### src/rtl/lcd_blitter.sv
// Sprite blitter: pops 3-word commands, sets the LCD window, then streams RGB565 pixels
// fetched over AHB-Lite into the LCD write FIFO. Optional macro: LCD_BLITTER_COLORKEY_EN.
module lcd_blitter #(
    parameter int unsigned DIM_W     = 9,
    parameter logic [15:0] KEY_COLOR = 16'hF81F,
    parameter logic [15:0] BG_COLOR  = 16'h0000
) (
    input  logic        clk,
    input  logic        rst_n,
    input  logic [31:0] cmd_rdata,
    input  logic        cmd_rempty,
    output logic        cmd_rinc,
    input  logic        lcd_wfull,
    output logic        lcd_winc,
    output logic [16:0] lcd_wdata,
    output logic [31:0] HADDR,
    output logic [1:0]  HTRANS,
    output logic        HWRITE,
    output logic [2:0]  HSIZE,
    input  logic        HREADY,
    input  logic [31:0] HRDATA,
    output logic        init_mode,
    input  logic        init_done,
    output logic        busy
);

    typedef enum logic [3:0] {
        S_IDLE, S_LD_XY, S_LD_SIZE, S_LD_ADDR, S_INIT, S_HDR, S_ADDR_PH, S_DATA_PH, S_PIX
    } state_t;

    localparam logic [1:0] HT_IDLE   = 2'b00;
    localparam logic [1:0] HT_NONSEQ = 2'b10;

    state_t           state_q, state_d;
    logic [15:0]      x_q, x_d, y_q, y_d;
    logic [DIM_W-1:0] wm1_q, wm1_d, hm1_q, hm1_d;
    logic [DIM_W-1:0] col_q, col_d, row_q, row_d;
    logic [31:1]      addr_q, addr_d;
    logic [31:0]      buf_q, buf_d;
    logic [3:0]       hdr_idx_q, hdr_idx_d;
    logic             pend_q, pend_d;
    logic [16:0]      wdata_q, wdata_d;
    logic [1:0]       htrans_q, htrans_d;
    logic [31:0]      haddr_q, haddr_d;
    logic             init_mode_q, init_mode_d;

    logic        push_ok, slot_free, last_pix;
    logic [15:0] xe, ye, raw_pix, out_pix;
    logic [16:0] hdr_word;
    logic [31:1] addr_inc;

    // A word sits in wdata_q while pend_q is set; it leaves on any cycle the FIFO has room.
    assign push_ok   = pend_q & ~lcd_wfull;
    assign slot_free = ~pend_q | push_ok;
    assign last_pix  = (col_q == wm1_q) && (row_q == hm1_q);
    assign addr_inc  = addr_q + 31'd1;
    assign xe        = x_q + {{(16-DIM_W){1'b0}}, wm1_q};
    assign ye        = y_q + {{(16-DIM_W){1'b0}}, hm1_q};
    assign raw_pix   = addr_q[1] ? buf_q[31:16] : buf_q[15:0];

`ifdef LCD_BLITTER_COLORKEY_EN
    assign out_pix = (raw_pix == KEY_COLOR) ? BG_COLOR : raw_pix;
`else
    logic unused_colorkey;
    assign unused_colorkey = ^{KEY_COLOR, BG_COLOR};
    assign out_pix = raw_pix;
`endif

    always_comb begin
        case (hdr_idx_q)
            4'd0:    hdr_word = {1'b0, 16'h002A};
            4'd1:    hdr_word = {1'b1, 8'h00, x_q[15:8]};
            4'd2:    hdr_word = {1'b1, 8'h00, x_q[7:0]};
            4'd3:    hdr_word = {1'b1, 8'h00, xe[15:8]};
            4'd4:    hdr_word = {1'b1, 8'h00, xe[7:0]};
            4'd5:    hdr_word = {1'b0, 16'h002B};
            4'd6:    hdr_word = {1'b1, 8'h00, y_q[15:8]};
            4'd7:    hdr_word = {1'b1, 8'h00, y_q[7:0]};
            4'd8:    hdr_word = {1'b1, 8'h00, ye[15:8]};
            4'd9:    hdr_word = {1'b1, 8'h00, ye[7:0]};
            4'd10:   hdr_word = {1'b0, 16'h002C};
            default: hdr_word = '0;
        endcase
    end

    always_comb begin
        state_d     = state_q;
        x_d         = x_q;
        y_d         = y_q;
        wm1_d       = wm1_q;
        hm1_d       = hm1_q;
        col_d       = col_q;
        row_d       = row_q;
        addr_d      = addr_q;
        buf_d       = buf_q;
        hdr_idx_d   = hdr_idx_q;
        pend_d      = pend_q & ~push_ok;
        wdata_d     = wdata_q;
        htrans_d    = htrans_q;
        haddr_d     = haddr_q;
        init_mode_d = init_mode_q;

        case (state_q)
            S_IDLE: begin
                if (!cmd_rempty && !pend_q) state_d = S_LD_XY;
            end
            S_LD_XY: begin
                if (!cmd_rempty) begin
                    if (cmd_rdata == 32'hFFFF_FFFF) begin
                        state_d     = S_INIT;
                        init_mode_d = 1'b1;
                    end else begin
                        x_d     = cmd_rdata[31:16];
                        y_d     = cmd_rdata[15:0];
                        state_d = S_LD_SIZE;
                    end
                end
            end
            S_LD_SIZE: begin
                if (!cmd_rempty) begin
                    wm1_d   = cmd_rdata[16 +: DIM_W];
                    hm1_d   = cmd_rdata[0 +: DIM_W];
                    col_d   = '0;
                    row_d   = '0;
                    state_d = S_LD_ADDR;
                end
            end
            S_LD_ADDR: begin
                if (!cmd_rempty) begin
                    addr_d    = cmd_rdata[31:1];
                    hdr_idx_d = '0;
                    state_d   = S_HDR;
                end
            end
            S_INIT: begin
                if (init_done) begin
                    init_mode_d = 1'b0;
                    state_d     = S_IDLE;
                end
            end
            S_HDR: begin
                if (hdr_idx_q == 4'd11) begin
                    state_d  = S_ADDR_PH;
                    htrans_d = HT_NONSEQ;
                    haddr_d  = {addr_q[31:2], 2'b00};
                end else if (slot_free) begin
                    wdata_d   = hdr_word;
                    pend_d    = 1'b1;
                    hdr_idx_d = hdr_idx_q + 4'd1;
                end
            end
            S_ADDR_PH: begin
                htrans_d = HT_IDLE;
                state_d  = S_DATA_PH;
            end
            S_DATA_PH: begin
                if (HREADY) begin
                    buf_d   = HRDATA;
                    state_d = S_PIX;
                end
            end
            S_PIX: begin
                if (slot_free) begin
                    wdata_d = {1'b1, out_pix};
                    pend_d  = 1'b1;
                    addr_d  = addr_inc;
                    if (col_q == wm1_q) begin
                        col_d = '0;
                        row_d = row_q + DIM_W'(1);
                    end else begin
                        col_d = col_q + DIM_W'(1);
                    end
                    // Upper half just consumed: the buffer is exhausted, refetch if more remain.
                    if (last_pix) begin
                        state_d = S_IDLE;
                    end else if (addr_q[1]) begin
                        state_d  = S_ADDR_PH;
                        htrans_d = HT_NONSEQ;
                        haddr_d  = {addr_inc[31:2], 2'b00};
                    end
                end
            end
            default: state_d = S_IDLE;
        endcase
    end

    always_ff @(posedge clk or negedge rst_n) begin
        if (!rst_n) begin
            state_q     <= S_IDLE;
            x_q         <= '0;
            y_q         <= '0;
            wm1_q       <= '0;
            hm1_q       <= '0;
            col_q       <= '0;
            row_q       <= '0;
            addr_q      <= '0;
            buf_q       <= '0;
            hdr_idx_q   <= '0;
            pend_q      <= 1'b0;
            wdata_q     <= '0;
            htrans_q    <= HT_IDLE;
            haddr_q     <= '0;
            init_mode_q <= 1'b0;
        end else begin
            state_q     <= state_d;
            x_q         <= x_d;
            y_q         <= y_d;
            wm1_q       <= wm1_d;
            hm1_q       <= hm1_d;
            col_q       <= col_d;
            row_q       <= row_d;
            addr_q      <= addr_d;
            buf_q       <= buf_d;
            hdr_idx_q   <= hdr_idx_d;
            pend_q      <= pend_d;
            wdata_q     <= wdata_d;
            htrans_q    <= htrans_d;
            haddr_q     <= haddr_d;
            init_mode_q <= init_mode_d;
        end
    end

    assign cmd_rinc  = !cmd_rempty &&
                       (state_q == S_LD_XY || state_q == S_LD_SIZE || state_q == S_LD_ADDR);
    assign lcd_winc  = push_ok;
    assign lcd_wdata = wdata_q;
    assign HTRANS    = htrans_q;
    assign HADDR     = haddr_q;
    assign HSIZE     = 3'b010;
    assign HWRITE    = 1'b0;
    assign init_mode = init_mode_q;
    assign busy      = (state_q != S_IDLE);

endmodule

### config.mk
export PLATFORM = sky130hd
export DESIGN_NAME = lcd_blitter
export DESIGN_NICKNAME = d
export VERILOG_FILES = /design/src/rtl/lcd_blitter.sv
export SDC_FILE = /design/constraint.sdc
export NUM_CORES = 1
export LEC_CHECK = 0
export CAP_MARGIN = 5
export CORE_ASPECT_RATIO = 2
export CORE_MARGIN = 2
export CORE_UTILIZATION = 30
export CTS_CLUSTER_DIAMETER = 40
export CTS_CLUSTER_SIZE = 16
export DETAILED_ROUTE_END_ITERATION = 10
export GPL_TIMING_DRIVEN = 0
export PLACE_DENSITY = 0.46
export SLEW_MARGIN = 20
export SYNTH_ARGS = -nofsm -noshare
export SYNTH_HDL_FRONTEND = slang
export SYNTH_SLANG_ARGS = --single-unit
### constraint.sdc
create_clock -name clk -period 3.18 [get_ports clk]
set_input_delay 0.795 -clock clk [delete_from_list [all_inputs] [get_ports clk]]
set_output_delay 0.795 -clock clk [all_outputs]
set_load 0.01 [all_outputs]
==> results of run 1 <==
## stage by stage
stage | hold WS (ns) | setup slack (ns) | TNS (ns) | cells
4_1_cts | 0.227 | 0.0370 | 0 | 1741
2_1_floorplan | 0.475 | 0.807 | 0 | 1135
5_1_grt | 0.242 | 0.00411 | 0 | 1740
3_3_place_gp | 0.462 | -7.26 | -1420.15 | 1706
6_report | 0.227 | 0.0850 | 0 | 1740
3_5_place_dp | 0.470 | -0.747 | -41.50 | 1708
## routing by layer
| layer | share of wire | up-vias | global-route usage |
|---|---|---|---|
| li1 | - | 4314 | - |
| met1 | 0.35 | 4611 | 0.207 |
| met2 | 0.57 | 220 | 0.413 |
| met3 | 0.022 | 82 | 0.0245 |
| met4 | 0.062 | 0 | 0.121 |
| met5 | 0 | - | 0 |
## timing repair
action | 4_1_cts | 5_1_grt
gates resized for setup | 7 | 5
setup buffers | 1 | 0
pin swaps | 1 | 0
setup endpoints to repair | 65 | 41
gates cloned | 0 | 0
## synth_stat cells (9+ instances only)
cell / number / area, sq um
and2_1: 13 / 81.3
nand3_1: 25 / 125
nor2_1: 73 / 274
buf_2: 16 / 80.1
nand2_1: 142 / 533
mux2_2: 86 / 968
nand4_1: 24 / 150
mux2i_1: 20 / 200
clkbuf_1: 42 / 158
buf_4: 9 / 67.6
a21oi_1: 88 / 440
o21ai_0: 77 / 385
o21ai_1: 16 / 80.1
ha_1: 25 / 313
dfrtp_1: 189 / 4730
xnor2_1: 47 / 412
xor2_1: 35 / 307
and3_1: 11 / 68.8
nor3_1: 15 / 75.1
o22ai_1: 22 / 138
inv_1: 23 / 86.3
nor2b_1: 10 / 62.6
## registers in the layout (all words and copies together), names as in the netlist
signal,cells
addr_q,31
row_q,9
HTRANS,1
col_q,9
hdr_idx_q,4
state_q,4
hm1_q,9
x_q,16
HADDR,30
y_q,16
wm1_q,9
buf_q,32
pend_q,1
init_mode,1
lcd_wdata,17
## worst min-delay path by stage
stage                           from                    end  slack [ns]  cells past startpoint
4_1_cts                        rst_n  buf_q[13]$_DFFE_PN0P_        0.23                      1
6_report                       rst_n  buf_q[10]$_DFFE_PN0P_        0.23                      1
2_1_floorplan  buf_q[20]$_DFFE_PN0P_  buf_q[20]$_DFFE_PN0P_        0.47                      1
5_1_grt                        rst_n  buf_q[14]$_DFFE_PN0P_        0.24                      1
3_5_place_dp   HADDR[10]$_DFFE_PN0P_  HADDR[10]$_DFFE_PN0P_        0.47                      2
3_3_place_gp    HADDR[7]$_DFFE_PN0P_   HADDR[7]$_DFFE_PN0P_        0.46                      2
## power breakdown
part           switching [mW]  internal (mW)  total (mW)
Sequential               1.02           3.43        4.45
Combinational            3.67           2.87        6.53
Clock                    1.14           1.22        2.36
Total                    5.82           7.52        13.3
## cell families (layout without fill, tap and decap cells)
kind of cell | count (synthesis) | count (layout) | share of synthesized area
XOR/XNOR | 82 | 82 | 0.0668
buffers and inverters | 94 | 249 | 0.0392
AND/OR/NAND/NOR | 348 | 348 | 0.154
multiplexers | 106 | 106 | 0.109
other | 2 | 7 | 0.000699
flip-flops | 189 | 189 | 0.440
AO/OA/AOI/OAI | 282 | 282 | 0.157
adder cells (fa/ha/maj) | 27 | 27 | 0.0328
## area by class of cell
cell class,instances,area (sq um),share of cell area
multi-input combinational,852,5690,0.427
sequential,189,4730,0.355
timing repair buffer,124,1280,0.0961
tap,450,563,0.0423
clock buffer,17,425,0.0320
buffer,70,333,0.0250
clock inverter,15,211,0.0159
inverter,23,86.3,0.00648
==> flow_summary.ini, run 1 <==
[synthesis]
synth.cell_area_sq_um = 10700
ys_ff_latch = 189
synth_cells = 1130
synthDistinctLibCells = 71
async_flop_share = 1.00
synth_edf_count = 0
syn_avg_cell_area_sq_um = 9.51
yosysWarnings = 0
synthFlopType = dfrtp_1
seq_area_frac_synth = 0.440

[final_layout]
nets = 1374
utilization = 0.374
fillers = 3681
drive_gt1_frac = 0.137
syn2layout_area_growth_pct = 23.9
num_antenna_cells = 0
fin_area_sq_um = 13300
layout_common_cells = 189 x dfrtp_1, 142 x nand2_1, 120 x clkdlybuf4s50_1
final_common_cell = dfrtp_1

[cts]
clk_path_buf_depth = 2
cts_tree = done
clk_pin_slew_ns = 0.08
hold_buffers = 0
root_buffer = clkbuf_16
cts_buffers = 17
cts_max_level = 4
clock-sinks = 189
clock_latency_ns = 0.46

[worst_setup_path]
cp_num_buf_inv = 2
crit_type = input pin to primary output
path_delay_family = buffers and inverters
cp-start-kind = input pin
path_common_cell = clkdlybuf4s50_1
slowest_stage = clkdlybuf4s50_1
path_cells = clkdlybuf4s50_1, nor3_2, nor2b_1, clkdlybuf4s50_1
cp.depth = 4
slowest_delay_ns = 0.54
endpoint_kind = primary output
crit_start = cmd_rempty
path_max_fanout = 6
cp.arrival_ns = 2.30
required_ns = 2.38
timing.rr.start = wm1_q[7]$_DFFE_PN0P_
worstSetupEndpoint = cmd_rinc
r2r_cells = 7
r2r_slack_ns = 0.11
r2r-end = HADDR[29]$_DFFE_PN0P_

[detailed_routing]
dr.pass1.iters = 5
drcViolationCount = 0
drt_iter0_drc = 415
vias = 9227
wl_per_cell_um = 22.3
ant_nets = 0
wl_um = 38800
vias_per_cell = 5.30

[floorplan]
rows = 98
start_util = 0.302
ioPinCount = 129
core_area_sq_um = 35600
fp.dieH_um = 272
dieArea_sq_um = 37400
die_w_um = 138

[timing]
worst_pin_slew_ns = 0.948
hold_viol_final = 0
setup_violations = 0
rsz0062_at_grt = false
finalCritPeriodShare = 0.973
fmax_ghz = 0.323
maxSlewHeadroom = 0.368
drv_slew = 0
finClkSkew_ns = 0.0166
post-route-min-period_ns = 3.10

[run]
cap_violations = 0

[power]
power_mw = 13.3
power_density_nw_per_um2 = 1000
p_leak_nw = 5.42
max-vdd-ir-drop_uv = 545

[placement]
port_buffers = 121
dpl.hpwl_um = 30700
gp_congestion = 0.958
placed_area_sq_um = 12600

[global_route]
grt_pass1_wl_um = 58200
track_usage = 0.212
first_global_vias = 9487
grt_max_degree = 73
antenna_found_initial = 0
grt-ovfl-total = 0

[status]
status = completed

[min_path]
hp-class = input pin to async pin
No activity file was read; power rests on OpenSTA's default activity.
==> run 2: changes to the inputs <==
--- a/config.mk
+++ b/config.mk
@@ -6,7 +6,6 @@
 export NUM_CORES = 1
 export LEC_CHECK = 0
 export CAP_MARGIN = 5
-export CORE_ASPECT_RATIO = 2
 export CORE_MARGIN = 2
 export CORE_UTILIZATION = 30
 export CTS_CLUSTER_DIAMETER = 40
==> run 2 against run 1 <==
  * Non-clock buffer count did not move
  * Global-route usage fell by 1.8 points
  * Sequential power barely moved
  * Critical path depth did not move
  * Die area fell by 0.25%
  * Via count fell by 1.3%
  * Sequential cell count did not move
  * Highest routed layer unchanged
==> flow_summary.ini, run 2 (synthesis gave the netlist of run 1 again) <==
[status]
status = completed

[power]
power_density_nw_per_um2 = 976
max-vdd-ir-drop_uv = 477
p_leak_nw = 5.39

[placement]
dpl.hpwl_um = 27300
placed_area_sq_um = 12600
gp_congestion = 0.913
port_buffers = 121
dp.cells = 1719

[timing]
holdWs_ns = 0.266
post-route-min-period_ns = 3.11
rsz0062_at_grt = false
maxSlewHeadroom = 0.444
setup_violations = 0
hold_viol_final = 0
finalCritPeriodShare = 0.977
drv_slew = 0
worst_pin_slew_ns = 0.834
fmax_ghz = 0.322
finClkSkew_ns = 0.00979

[final_layout]
drive_gt1_frac = 0.133
finalNonFillerCells = 1751
fillers = 3634
largest_reg_flops = 32
num_antenna_cells = 0
nets = 1374
top_register = buf_q
layout_common_cells = 189 x dfrtp_1, 142 x nand2_1, 120 x clkdlybuf4s50_1
syn2layout_area_growth_pct = 23.2
final_common_cell = dfrtp_1
fin_area_sq_um = 13200

[floorplan]
die_w_um = 193
ioPinCount = 129
fp.dieH_um = 193
rows = 69
core_area_sq_um = 35400
dieArea_sq_um = 37300
start_util = 0.304

[cts]
cts_tree = done
clock-sinks = 189
cts_buffers = 17
clock_latency_ns = 0.45
hold_buffers = 0
cts_max_level = 4
clk_pin_slew_ns = 0.07
root_buffer = clkbuf_16
clk_path_buf_depth = 2

[global_route]
track_usage = 0.194
grt_max_degree = 75
grt_pass1_wl_um = 55600
grt-ovfl-total = 0
antenna_found_initial = 0
first_global_vias = 9039

[worst_setup_path]
endpoint_kind = primary output
path_max_fanout = 6
cp.arrival_ns = 2.31
path_cells = clkdlybuf4s50_1, nor3_2, nor2b_1, clkdlybuf4s50_1
slowest_delay_ns = 0.56
cp-start-kind = input pin
slowest_stage = clkdlybuf4s50_1
timing.rr.start = y_q[0]$_DFFE_PN0P_
path_common_cell = clkdlybuf4s50_1
r2r-end = lcd_wdata[2]$_DFFE_PN0P_
required_ns = 2.38
r2r_slack_ns = 0.13
crit_type = input pin to primary output
r2r_cells = 9

[detailed_routing]
wl_per_cell_um = 20.7
dr.pass1.iters = 6
wl_um = 36300
top_layer = met4
ant_nets = 0
vias_per_cell = 5.20
drt_iter0_drc = 657
wl_met3_um = 2020
wl_met2_um = 16300
drcViolationCount = 0
vias = 9107
wl_met1_um = 17100

[run]
cap_violations = 0

[min_path]
hp-class = input pin to async pin
-- run 2: cell count changes in the layout (fill, tap and decap cells not counted), sizes merged --
cell	before	now
clkbuf	58	62
clkinv	4	6
clkinvlp	0	1
inv	32	25
-- run 2: report_power, final --
part / internal, mW / switching, mW
combinational: 2.85 / 3.44
sequential: 3.43 / 1.01
clock: 1.20 / 0.985
total: 7.48 / 5.44
-- run 2: metrics by stage --
stage          setup TNS (ns)  utilization  power, mW  setup slack (ns)
6_report                    0        0.374       12.9            0.0727
3_3_place_gp         -1437.72        0.355       10.6             -7.45
2_1_floorplan               0            -       8.33             0.807
4_1_cts                     0        0.373       12.9            0.0349
5_1_grt                     0        0.374       13.8            0.0239
3_5_place_dp           -35.75        0.356       10.7            -0.852
-- run 2: worst max-delay path: cells and delay by family --
| family | cells | cell delay (ns) |
|---|---|---|
| AND/OR/NAND/NOR | 2 | 0.43 |
| buffers and inverters | 2 | 1.09 |
-- run 2: how the worst max path moves through the flow --
stage                  startpoint                        to  slack (ns)  cells after the start
6_report               cmd_rempty                  cmd_rinc        0.07                      4
2_1_floorplan  y_q[0]$_DFFE_PN0P_  lcd_wdata[6]$_DFFE_PN0P_        0.81                      9
3_5_place_dp        cmd_rdata[17]        y_q[5]$_DFFE_PN0P_       -0.85                      8
5_1_grt                cmd_rempty                  cmd_rinc        0.02                      4
3_3_place_gp                rst_n      buf_q[5]$_DFFE_PN0P_       -7.45                      1
4_1_cts                cmd_rempty                  cmd_rinc        0.03                      4
-- run 2: cell type report --
cell class | count | area (sq um) | area share
buffer | 70 | 333 | 0.0251
clock buffer | 21 | 460 | 0.0348
clock inverter | 11 | 115 | 0.00870
inverter | 23 | 86.3 | 0.00652
multi-input combinational | 852 | 5650 | 0.427
sequential | 189 | 4730 | 0.357
tap | 461 | 577 | 0.0436
timing repair buffer | 124 | 1280 | 0.0966
-- run 2: repair_timing --
item / 4_1_cts / 5_1_grt
buffers inserted: 0 / 1
endpoints found under the setup margin: 64 / 16
resized for setup: 4 / 5
endpoints found under the hold margin: 0 / 0
pin swaps: 0 / 2
-- run 2: metal layers --
| metal | track usage | vias up |
|---|---|---|
| li1 | - | 4312 |
| met1 | 0.270 | 4498 |
| met2 | 0.299 | 258 |
| met3 | 0.0425 | 39 |
| met4 | 0.0656 | 0 |
| met5 | 0 | - |
==> run 3: changes to the inputs <==
--- a/config.mk
+++ b/config.mk
@@ -13,6 +13,7 @@
 export DETAILED_ROUTE_END_ITERATION = 10
 export GPL_TIMING_DRIVEN = 0
 export PLACE_DENSITY = 0.46
+export SKIP_CTS_REPAIR_TIMING = 1
 export SLEW_MARGIN = 20
 export SYNTH_ARGS = -nofsm -noshare
 export SYNTH_HDL_FRONTEND = slang
==> run 3 against run 2 <==
  * Combinational power hardly changed
  * Cell area hardly changed
  * Non-clock buffer count is 1 higher
  * Worst setup slack worse by 0.013 ns
  * Maximum frequency is 0.40% lower
  * Critical path type unchanged
  * Largest cell class unchanged
  * Largest power group unchanged
  * Highest routed layer unchanged
==> flow_summary.ini, run 3 (synthesis gave the netlist of run 1 again) <==
[run]
cap_violations = 0

[final_layout]
num_antenna_cells = 0
drive_gt1_frac = 0.132
layout_common_cells = 189 x dfrtp_1, 142 x nand2_1, 120 x clkdlybuf4s50_1
largest_reg_flops = 32
finalNonFillerCells = 1752
syn2layout_area_growth_pct = 23.2
nets = 1375
multi_input_area_sq_um = 5650
regArea_sq_um = 4730
top_register = buf_q
fillers = 3631
final_common_cell = dfrtp_1

[worst_setup_path]
path_max_fanout = 6
slowest_stage = clkdlybuf4s50_1
required_ns = 2.38
endpoint_kind = primary output
slowest_delay_ns = 0.57
path_cells = clkdlybuf4s50_1, nor3_2, nor2b_1, clkdlybuf4s50_1
cp-start-kind = input pin
cp.arrival_ns = 2.32
crit_type = input pin to primary output
path_common_cell = clkdlybuf4s50_1

[cts]
clk_pin_slew_ns = 0.07
cts_max_level = 4
clk_path_buf_depth = 2
cts_tree = done
clock_latency_ns = 0.45
cts_buffers = 17
root_buffer = clkbuf_16
clock-sinks = 189

[min_path]
hp-class = input pin to async pin

[timing]
worst_pin_slew_ns = 0.861
post-route-min-period_ns = 3.12
timing.final.ws_setup_ns = 0.0601
finalCritPeriodShare = 0.981
finClkSkew_ns = 0.0101
maxSlewHeadroom = 0.426
hold_viol_final = 0
fmax_ghz = 0.321
setup_violations = 0
rsz0062_at_grt = true
drv_slew = 0

[placement]
dpl.hpwl_um = 27300
gp_congestion = 0.913
port_buffers = 121
dp_slack_ns = -0.852
dp.cells = 1719

[detailed_routing]
drt_iter0_drc = 677
vias = 9078
drcViolationCount = 0
vias_per_cell = 5.18
wl_um = 36200
dr.pass1.iters = 6
ant_nets = 0
wl_per_cell_um = 20.7

[global_route]
grt-ovfl-total = 0
first_global_vias = 9030
track_usage = 0.194
grt_pass1_wl_um = 55500
grt_max_degree = 75
antenna_found_initial = 0

[floorplan]
fp.dieH_um = 193
dieArea_sq_um = 37300
ioPinCount = 129
start_util = 0.304
rows = 69
core_area_sq_um = 35400
die_w_um = 193

[status]
status = completed

[power]
power_density_nw_per_um2 = 975
p_leak_nw = 5.39
max-vdd-ir-drop_uv = 475
run 3: changes by cell type in the layout (fill, tap and decap cells not counted):
| cell | previous run | this run |
|---|---|---|
| clkbuf_1 | 42 | 44 |
| clkbuf_2 | 1 | 0 |
run 3: area by class of cell:
cell class	instances	share of cell area
plain buffers	71	0.0253
clock buffers	21	0.0348
clock inverters	11	0.00870
inverters	23	0.00652
multi-input cells	852	0.427
flip-flops and latches	189	0.357
well taps	461	0.0436
repair buffers	124	0.0966
run 3: power by group:
part	switching, mW	leakage (nW)	internal [mW]
clock network	0.985	0.287	1.20
registers	1.01	2.33	3.43
logic	3.43	2.77	2.85
total	5.43	5.39	7.48
run 3: worst paths after layout:
path | startpoint | endpoint | slack, ns | depth (start not counted)
max | cmd_rempty | cmd_rinc | 0.06 | 4
min | rst_n | addr_q[21]$_DFFE_PN0P_ | 0.26 | 1
max reg2reg | y_q[0]$_DFFE_PN0P_ | lcd_wdata[2]$_DFFE_PN0P_ | 0.18 | 9
min reg2reg | HADDR[20]$_DFFE_PN0P_ | HADDR[20]$_DFFE_PN0P_ | 0.48 | 2
max in group asynchronous | rst_n | lcd_wdata[6]$_DFFE_PN0P_ | 2.16 | 2
min in group clk | HADDR[20]$_DFFE_PN0P_ | HADDR[20]$_DFFE_PN0P_ | 0.48 | 2
run 3: critical path: cells and delay by family:
family	cells	cell delay, ns
and+or+nand+nor	2	0.44
buffers and inverters	2	1.10
run 3: per-layer routing:
metal  global-route usage  share of wire  vias to the layer above
met5                    0              0                        -
met4               0.0656          0.025                        0
met3               0.0408          0.059                       41
met2                0.298           0.45                      267
met1                0.271           0.47                     4462
li1                     -              -                     4308
run 3: through the flow:
step | hold slack, ns | TNS (ns) | cell area [sq um] | total power [mW] | utilization
2_1_floorplan | 0.475 | 0 | 10800 | 8.33 | -
3_3_place_gp | 0.468 | -1437.72 | 12600 | 10.6 | 0.355
3_5_place_dp | 0.471 | -35.75 | 12600 | 10.7 | 0.356
4_1_cts | 0.263 | -15.45 | 13200 | 12.9 | 0.373
5_1_grt | 0.281 | -0.0377 | 13200 | 13.8 | 0.374
6_report | 0.265 | 0 | 13200 | 12.9 | 0.374
